===== src/rtl/seg7_pkg.sv =====
// +---------------------------------------------------------------+
// | seg7_pkg : shared constants/types for the 7-segment scanner    |
// | Rev 1.0                                                        |
// +---------------------------------------------------------------+
`default_nettype none

package seg7_pkg;

  typedef logic [1:0] digit_idx_t;

  localparam logic [6:0] SEG_BLANK = 7'b1111111;
  localparam logic [3:0] AN_OFF    = 4'b1111;

  // Active-low {g,f,e,d,c,b,a}, indexed by hex value 0..F
  localparam logic [6:0] HEX_SEG_TABLE [16] = '{
    7'b1000000, 7'b1111001, 7'b0100100, 7'b0110000,
    7'b0011001, 7'b0010010, 7'b0000010, 7'b1111000,
    7'b0000000, 7'b0010000, 7'b0001000, 7'b0000011,
    7'b1000110, 7'b0100001, 7'b0000110, 7'b0001110
  };

endpackage

`default_nettype wire


===== src/rtl/hex_to_seg7.sv =====
// +---------------------------------------------------------------+
// | hex_to_seg7 : combinational hex nibble to active-low segments  |
// | Rev 1.0                                                        |
// +---------------------------------------------------------------+
`default_nettype none

module hex_to_seg7
  import seg7_pkg::*;
(
  input  logic [3:0] nibble_i,
  output logic [6:0] seg_o
);

  assign seg_o = HEX_SEG_TABLE[nibble_i];

endmodule

`default_nettype wire


===== src/rtl/seg7_scan_driver.sv =====
// +---------------------------------------------------------------+
// | seg7_scan_driver : 4-digit multiplexed display, frame-atomic   |
// | value update. Option macro: SEG7_LZ_BLANK_EN (leading-zero     |
// | blanking). Rev 1.0                                             |
// +---------------------------------------------------------------+
`default_nettype none

module seg7_scan_driver
  import seg7_pkg::*;
#(
  parameter int CNT_W = 18
) (
  input  logic        clkin,
  input  logic        reset,
  input  logic        load,
  input  logic [15:0] data_in,
  input  logic [3:0]  dp_in,
  output logic [3:0]  an,
  output logic [6:0]  seg,
  output logic        dp,
  output logic        pending,
  output logic        frame_start
);

  localparam logic [CNT_W-1:0] CNT_ONE = {{(CNT_W-1){1'b0}}, 1'b1};

  logic [CNT_W-1:0] count_q;
  logic [15:0]      pend_val_q, disp_val_q;
  logic [3:0]       pend_dp_q, disp_dp_q;
  logic             pending_q;
  logic [3:0]       an_q, an_d;
  logic [6:0]       seg_q, seg_d;
  logic             dp_q, dp_d;
  logic             fs_q;

  digit_idx_t       slot;
  logic             boundary;
  logic [3:0]       nibble;
  logic [6:0]       seg_hex;
  logic [3:0]       blank;

  assign slot     = count_q[CNT_W-1:CNT_W-2];
  assign boundary = &count_q;
  assign nibble   = disp_val_q[{slot, 2'b00} +: 4];

  hex_to_seg7 u_hex (
    .nibble_i (nibble),
    .seg_o    (seg_hex)
  );

`ifdef SEG7_LZ_BLANK_EN
  // A digit blanks only when every more-significant digit is blank too
  always_comb begin
    blank    = 4'b0000;
    blank[3] = (disp_val_q[15:12] == 4'h0) && !disp_dp_q[3];
    blank[2] = blank[3] && (disp_val_q[11:8] == 4'h0) && !disp_dp_q[2];
    blank[1] = blank[2] && (disp_val_q[7:4] == 4'h0) && !disp_dp_q[1];
  end
`else
  assign blank = 4'b0000;
`endif

  always_comb begin
    an_d       = AN_OFF;
    an_d[slot] = 1'b0;
    seg_d      = seg_hex;
    dp_d       = ~disp_dp_q[slot];
    if (blank[slot]) begin
      an_d  = AN_OFF;
      seg_d = SEG_BLANK;
      dp_d  = 1'b1;
    end
  end

  always_ff @(posedge clkin) begin
    if (reset) begin
      count_q    <= '0;
      pend_val_q <= '0;
      pend_dp_q  <= '0;
      pending_q  <= 1'b0;
      disp_val_q <= '0;
      disp_dp_q  <= '0;
      an_q       <= AN_OFF;
      seg_q      <= SEG_BLANK;
      dp_q       <= 1'b1;
      fs_q       <= 1'b0;
    end else begin
      count_q <= count_q + CNT_ONE;
      an_q    <= an_d;
      seg_q   <= seg_d;
      dp_q    <= dp_d;
      fs_q    <= boundary;
      // Transfer reads the old pend contents; a coincident load re-arms pending
      if (boundary && pending_q) begin
        disp_val_q <= pend_val_q;
        disp_dp_q  <= pend_dp_q;
      end
      if (load) begin
        pend_val_q <= data_in;
        pend_dp_q  <= dp_in;
        pending_q  <= 1'b1;
      end else if (boundary) begin
        pending_q  <= 1'b0;
      end
    end
  end

  assign an          = an_q;
  assign seg         = seg_q;
  assign dp          = dp_q;
  assign pending     = pending_q;
  assign frame_start = fs_q;

endmodule

`default_nettype wire

===== config.mk =====
export PLATFORM = sky130hd
export DESIGN_NAME = seg7_scan_driver
export DESIGN_NICKNAME = d
export VERILOG_FILES = /design/src/rtl/seg7_pkg.sv /design/src/rtl/hex_to_seg7.sv /design/src/rtl/seg7_scan_driver.sv
export SDC_FILE = /design/constraint.sdc
export NUM_CORES = 1
export LEC_CHECK = 0
export BUFFER_PORTS_ARGS = -buffer_cell sky130_fd_sc_hd__clkbuf_2
export CAP_MARGIN = 20
export CELL_PAD_IN_SITES_DETAIL_PLACEMENT = 1
export CELL_PAD_IN_SITES_GLOBAL_PLACEMENT = 2
export CORE_MARGIN = 5
export CORE_UTILIZATION = 39
export CTS_CLUSTER_SIZE = 14
export DETAILED_ROUTE_END_ITERATION = 10
export GPL_ROUTABILITY_DRIVEN = 0
export PLACE_DENSITY = 0.86
export SLEW_MARGIN = 10
export SYNTH_ARGS = -nofsm -noshare
export SYNTH_HDL_FRONTEND = slang
export SYNTH_SLANG_ARGS = --single-unit

===== constraint.sdc =====
create_clock -name clkin -period 3.5 [get_ports clkin]
set_clock_uncertainty 0.15 [all_clocks]
set_input_delay 0.175 -clock clkin [delete_from_list [all_inputs] [get_ports clkin]]
set_output_delay 0.175 -clock clkin [all_outputs]
set_load 0.05 [all_outputs]

* After elaboration in Yosys (flattened, before gate mapping)
Memory sizes are Yosys's and may differ from the RTL's. A register that Yosys moved wholly into a read port is not among the register bits. Index checks and enable logic that the tools add are counted.
Word-level totals: flip-flop bits (word level) 65, ROM bits 112, input bits 23, output and inout port bits 14, logic and storage cells 30, memories 1
Operators by class: add/sub/neg operators 1, order comparisons 2, shift operators 1, muxes and demuxes 8, bitwise operators 3, reductions and logical operators 5
Memories:
- (name not given) | words 16, bits a word 7, read ports 1, clocked after memory_dff 1, wr ports 0, line hex_to_seg7.sv:14 | assign seg_o = HEX_SEG_TABLE[nibble_i];
Operators with widths (count):
- $add A18 B1 Y18 const B | 1
- $reduce_and A18 Y1 | 1
- $shiftx A16 B5 Y4 | 1
- $mux W1 | 5
- $not A4 Y5 | 1
- $bmux W1 S2 | 2
- $not A4 Y4 | 1
- $lt A2 B3 Y1 const B | 1
- $demux W1 S2 | 1
- $ge A2 B1 Y1 const B | 1
- $logic_and A1 B1 Y1 | 2
- $reduce_bool A2 Y1 | 1
- $reduce_or A2 Y1 | 1
- $not A1 Y1 | 1

* Longest topological paths before layout
depth after elaboration 5, depth in mapped cells 7, gate-level depth less buffers 6

* By module
Synthesis repeated with hierarchy kept, for this count alone.
Second synthesis, totals: cell total of the unflattened synthesis 317, area total of the unflattened synthesis 3175.5 sq um
By module, submodules not included:
- seg7_scan_driver | times used 1, cells each 282, area each 2927.8 sq um, sequential area each 1441.4 sq um
- hex_to_seg7 | times used 1, cells each 35, area each 247.7 sq um, sequential area each 0.0 sq um

* Worst setup path before layout
Ideal clock, no wire load.
path kind flip-flop to flip-flop, from register count_q[16], to register seg_q[0], in the netlist seg[0], library setup time 120 ps, data arrival time 1755 ps, data required time 3230 ps, path slack 1475 ps, stages on the path, launching flop included 7, buffers on the path 1, period minus slack after synthesis 2025 ps, cell sequence dfxtp_1 buf_4 mux4_2 ha_1 or3b_1 o221ai_1 nand2_1
Between the ends: longest elaborated chain between the ends 3, elaborated cells on any way between the ends 5, classes of those cells shift: 1; mux: 2; bitwise: 1; reduce/logical: 1
RTL lines:
- start: declaration | line seg7_scan_driver.sv:27 | logic [CNT_W-1:0] count_q;
- start signal: assignment | line seg7_scan_driver.sv:88 | count_q <= count_q + CNT_ONE;
- branches (longest 3 deep; another with $shiftx A16 B5 Y4)
- end: declaration | line seg7_scan_driver.sv:32 | logic [6:0] seg_q, seg_d;
Parallel ways; which one is timed is not known. The select of a mux whose other input is x is not followed. A chain may end at the register's enable or synchronous reset.

* Worst setup path after layout
Ends and elaborated chain as after synthesis.

==> flow_metrics.env <==
export IMPL_setup_repair_after_global_routing_missed_its_margin="no"
export IMPL_post_synth_cell_area_avg_um2=9.59
export IMPL_post_synthesis_net_count=344
export IMPL_category_of_the_worst_setup_path_launch_point="register"
export IMPL_final_design_area_no_fill_um2=3620
export IMPL_place_worst_setup_slack_ns=1.15
export IMPL_placementRows=32
export IMPL_count_of_h_tree_levels_built_during_cts=3
export IMPL_grt_pass1_vias=2501
export IMPL_synth_lib_cells_used_distinct=38
export IMPL_post_cts_setup_buffer_count=0
export IMPL_mapped_area_um2=3010
export IMPL_drv_max_cap_violation_count=0
export IMPL_vias=2456
export IMPL_port_buffers=36
export IMPL_synth_edf_count=0
export IMPL_synth_ff_type="sky130_fd_sc_hd__dfxtp_1"
export IMPL_die_area_um2=9580
export IMPL_placeableCoreArea_um2=7610
export IMPL_gr_total_overflow=0
export IMPL_grt_met2_usage_pct=25.3
export IMPL_grt_usage_pct=15.6
export IMPL_cts_clk_pin_slew_worst_paths_ns=0.08
export IMPL_finalPower_mw=1.63
export IMPL_number_of_vias_per_cell=5.25
export IMPL_grtUsageMet3_pct=2.93
export IMPL_fin_ws_ns=1.16
export IMPL_placement_cell_area_um2=3230
export IMPL_worst_skew_pair_latency_ns=0.35
export IMPL_critPathRequiredTime_ns=3.58
export IMPL_postSynthCellCount=314
export IMPL_logic_pwr_share_pct=6.9
export IMPL_finalSetupViolations=0
export IMPL_numCtsBuffers=9
export IMPL_power_ir_vdd_worst_v=0.000271
export IMPL_die_width_um=97.9
export IMPL_cts_tree="done"
export IMPL_setup_worst_path_end_class="register"
export IMPL_die_height_um=97.9
export IMPL_run_status="completed"
export IMPL_post_route_cells_drive_above_1_share_pct=18.9
export IMPL_grt_start_max_net_pins=41
export IMPL_routedWlPerCell_um=15.3
export IMPL_clockRootBuffer="sky130_fd_sc_hd__clkbuf_8"
export IMPL_worst_slew_pin_slew_ns=0.823
export IMPL_busiest_layer="met2"
export IMPL_post_route_util_pct=47.6
export IMPL_p_seq_share_pct=52.5
export IMPL_period_minus_slack_ns=2.34
export IMPL_drt_first_pass_iters=4
export IMPL_initial_antenna_violation_count=0
export IMPL_synth_seq_area_share_pct=47.9
export IMPL_timing_setup_tns_ns=0
export IMPL_flow_area_growth_from_synthesis_pct=20.4
export IMPL_pins_over_slew_limit=0
export IMPL_slew_headroom_pct=45.1
export IMPL_p_sw_mw=0.392
export IMPL_initial_utilization_pct=39.6
export IMPL_finalNetCount=391
export IMPL_postSynth_asyncResetShare_pct=0
export IMPL_layout_worst_path_cycle_share_pct=66.8
export IMPL_tritoncts_num_sinks=72
export IMPL_power_share_switching_pct=24.1
export IMPL_power_internal_mw=1.23
export IMPL_synth_top_area_cell="sky130_fd_sc_hd__dfxtp_1"
export IMPL_critical_path_class="reg2reg"
export IMPL_n_fill_cell=901
export IMPL_global_route_wire_length_before_repair_mm=12.2
export IMPL_timing_critical_path_fanout_max=10
export IMPL_timing_hold_worst_class="reg2reg"
export IMPL_most_common_cell_in_the_netlist="sky130_fd_sc_hd__dfxtp_1"
export IMPL_global_route_usage_met1_pct=20.5
export IMPL_drt_antenna_violating_nets=0
export IMPL_antenna_diode_count=0
export IMPL_post_synth_top_area_fraction_pct=47.9
export IMPL_cp_arrival_ns=2.42
export IMPL_drc=0
export IMPL_clk_pwr_share_pct=40.6
export IMPL_postRouteWirelength_mm=7.15
export IMPL_synth_top_cells_by_count="sky130_fd_sc_hd__dfxtp_1, sky130_fd_sc_hd__nor2_1, sky130_fd_sc_hd__a21oi_1"
export IMPL_finalHoldViolations=0
export IMPL_synth_seq_cells=72
export IMPL_static_leakage_power_nw=1.38
export IMPL_hpwlAfterDp_mm=4.64
export IMPL_timing_fmax_mhz=428
export IMPL_top_level_ports=37
export IMPL_synth_top_cells_by_area="sky130_fd_sc_hd__dfxtp_1, sky130_fd_sc_hd__mux2i_1, sky130_fd_sc_hd__nor2_1"
export IMPL_cts_path_max_buffers=2
export IMPL_pwr_density_cell_nw_per_um2=449
export IMPL_initialDrtViolationCount=89
export IMPL_ys_warnings_count=0
[stage by stage]
step	hold slack, ns	instances
3_5_place_dp	0.269	432
4_1_cts	0.321	468
3_3_place_gp	0.258	432
2_1_floorplan	0.172	314
5_1_grt	0.328	468
6_report	0.317	468
[sequential cells by signal, summed over array words and instances (netlist names)]
| name | cells |
|---|---|
| dp | 1 |
| count_q | 18 |
| disp_val_q | 16 |
| frame_start | 1 |
| pending | 1 |
| seg | 7 |
| disp_dp_q | 4 |
| pend_dp_q | 4 |
| pend_val_q | 16 |
| an | 4 |
[what timing repair did]
item	4_1_cts	5_1_grt
resized for setup	0	0
hold endpoints to repair	20	0
hold buffers	20	0
[placed cells by master (no fill, tap or decap), types with 3 or more instances in the layout]
master,instances
sky130_fd_sc_hd__a21oi_1,25
sky130_fd_sc_hd__nor2_1,39
sky130_fd_sc_hd__nand3_1,8
sky130_fd_sc_hd__clkbuf_8,10
sky130_fd_sc_hd__clkbuf_2,36
sky130_fd_sc_hd__mux4_2,5
sky130_fd_sc_hd__xnor2_1,9
sky130_fd_sc_hd__clkinv_2,4
sky130_fd_sc_hd__or3_1,3
sky130_fd_sc_hd__dfxtp_1,72
sky130_fd_sc_hd__nand2_1,14
sky130_fd_sc_hd__inv_1,6
sky130_fd_sc_hd__ha_1,7
sky130_fd_sc_hd__buf_4,4
sky130_fd_sc_hd__nor3_1,5
sky130_fd_sc_hd__dlygate4sd3_1,20
sky130_fd_sc_hd__o21ai_1,19
sky130_fd_sc_hd__xor2_1,5
sky130_fd_sc_hd__o21ai_0,4
sky130_fd_sc_hd__mux2i_1,22
sky130_fd_sc_hd__nand4_1,22
[cell families after synthesis]
logic type / synth area share, %
xor gates and xnor gates: 4.07
DFF: 47.9
and+or+nand+nor: 17.8
buffers and inverters: 4.90
AOI/OAI and AO/OA: 10.2
muxes: 12.2
adders and majority gates: 2.91
[metal layers]
| metal | up-vias | routed length (µm) |
|---|---|---|
| met5 | - | 0 |
| met2 | 45 | 3280 |
| li1 | 1214 | - |
| met4 | 0 | 106 |
| met3 | 11 | 267 |
| met1 | 1186 | 3500 |
[worst max-delay path, cell delays in order, from the launching register on]
cell and delay (ns):
sky130_fd_sc_hd__dfxtp_1 0.64, sky130_fd_sc_hd__mux4_2 0.65, sky130_fd_sc_hd__ha_1 0.27, sky130_fd_sc_hd__or3b_1 0.37, sky130_fd_sc_hd__o221ai_1 0.08, sky130_fd_sc_hd__nand2_1 0.07
[final timing paths]
check         startpoint         end  slack, ns  cells past startpoint
min reg2reg   count_q[0]  count_q[0]       0.32                      1
max          count_q[16]      seg[0]       1.16                      5
min           count_q[0]  count_q[0]       0.32                      1
max reg2reg  count_q[16]      seg[0]       1.16                      5
[power by group through the flow]
stage	Sequential [mW]	Clock [mW]	Combinational, mW
5_1_grt	0.856	0.701	0.124
3_3_place_gp	0.871	0	0.0923
4_1_cts	0.853	0.673	0.113
6_report	0.853	0.660	0.112
3_5_place_dp	0.872	0	0.0953
2_1_floorplan	0.887	0	0.0477
[final cells by class]
type | instances | area (µm²) | share of cell area (%)
Sequential cell | 72 | 1440 | 39.8
Multi-Input combinational cell | 211 | 1420 | 39.2
Timing Repair Buffer | 60 | 410 | 11.3
Clock buffer | 10 | 138 | 3.80
Tap cell | 102 | 128 | 3.52
Clock inverter | 6 | 58.8 | 1.62
Inverter | 7 | 26.3 | 0.725
Power figures use the tool's default switching activity.
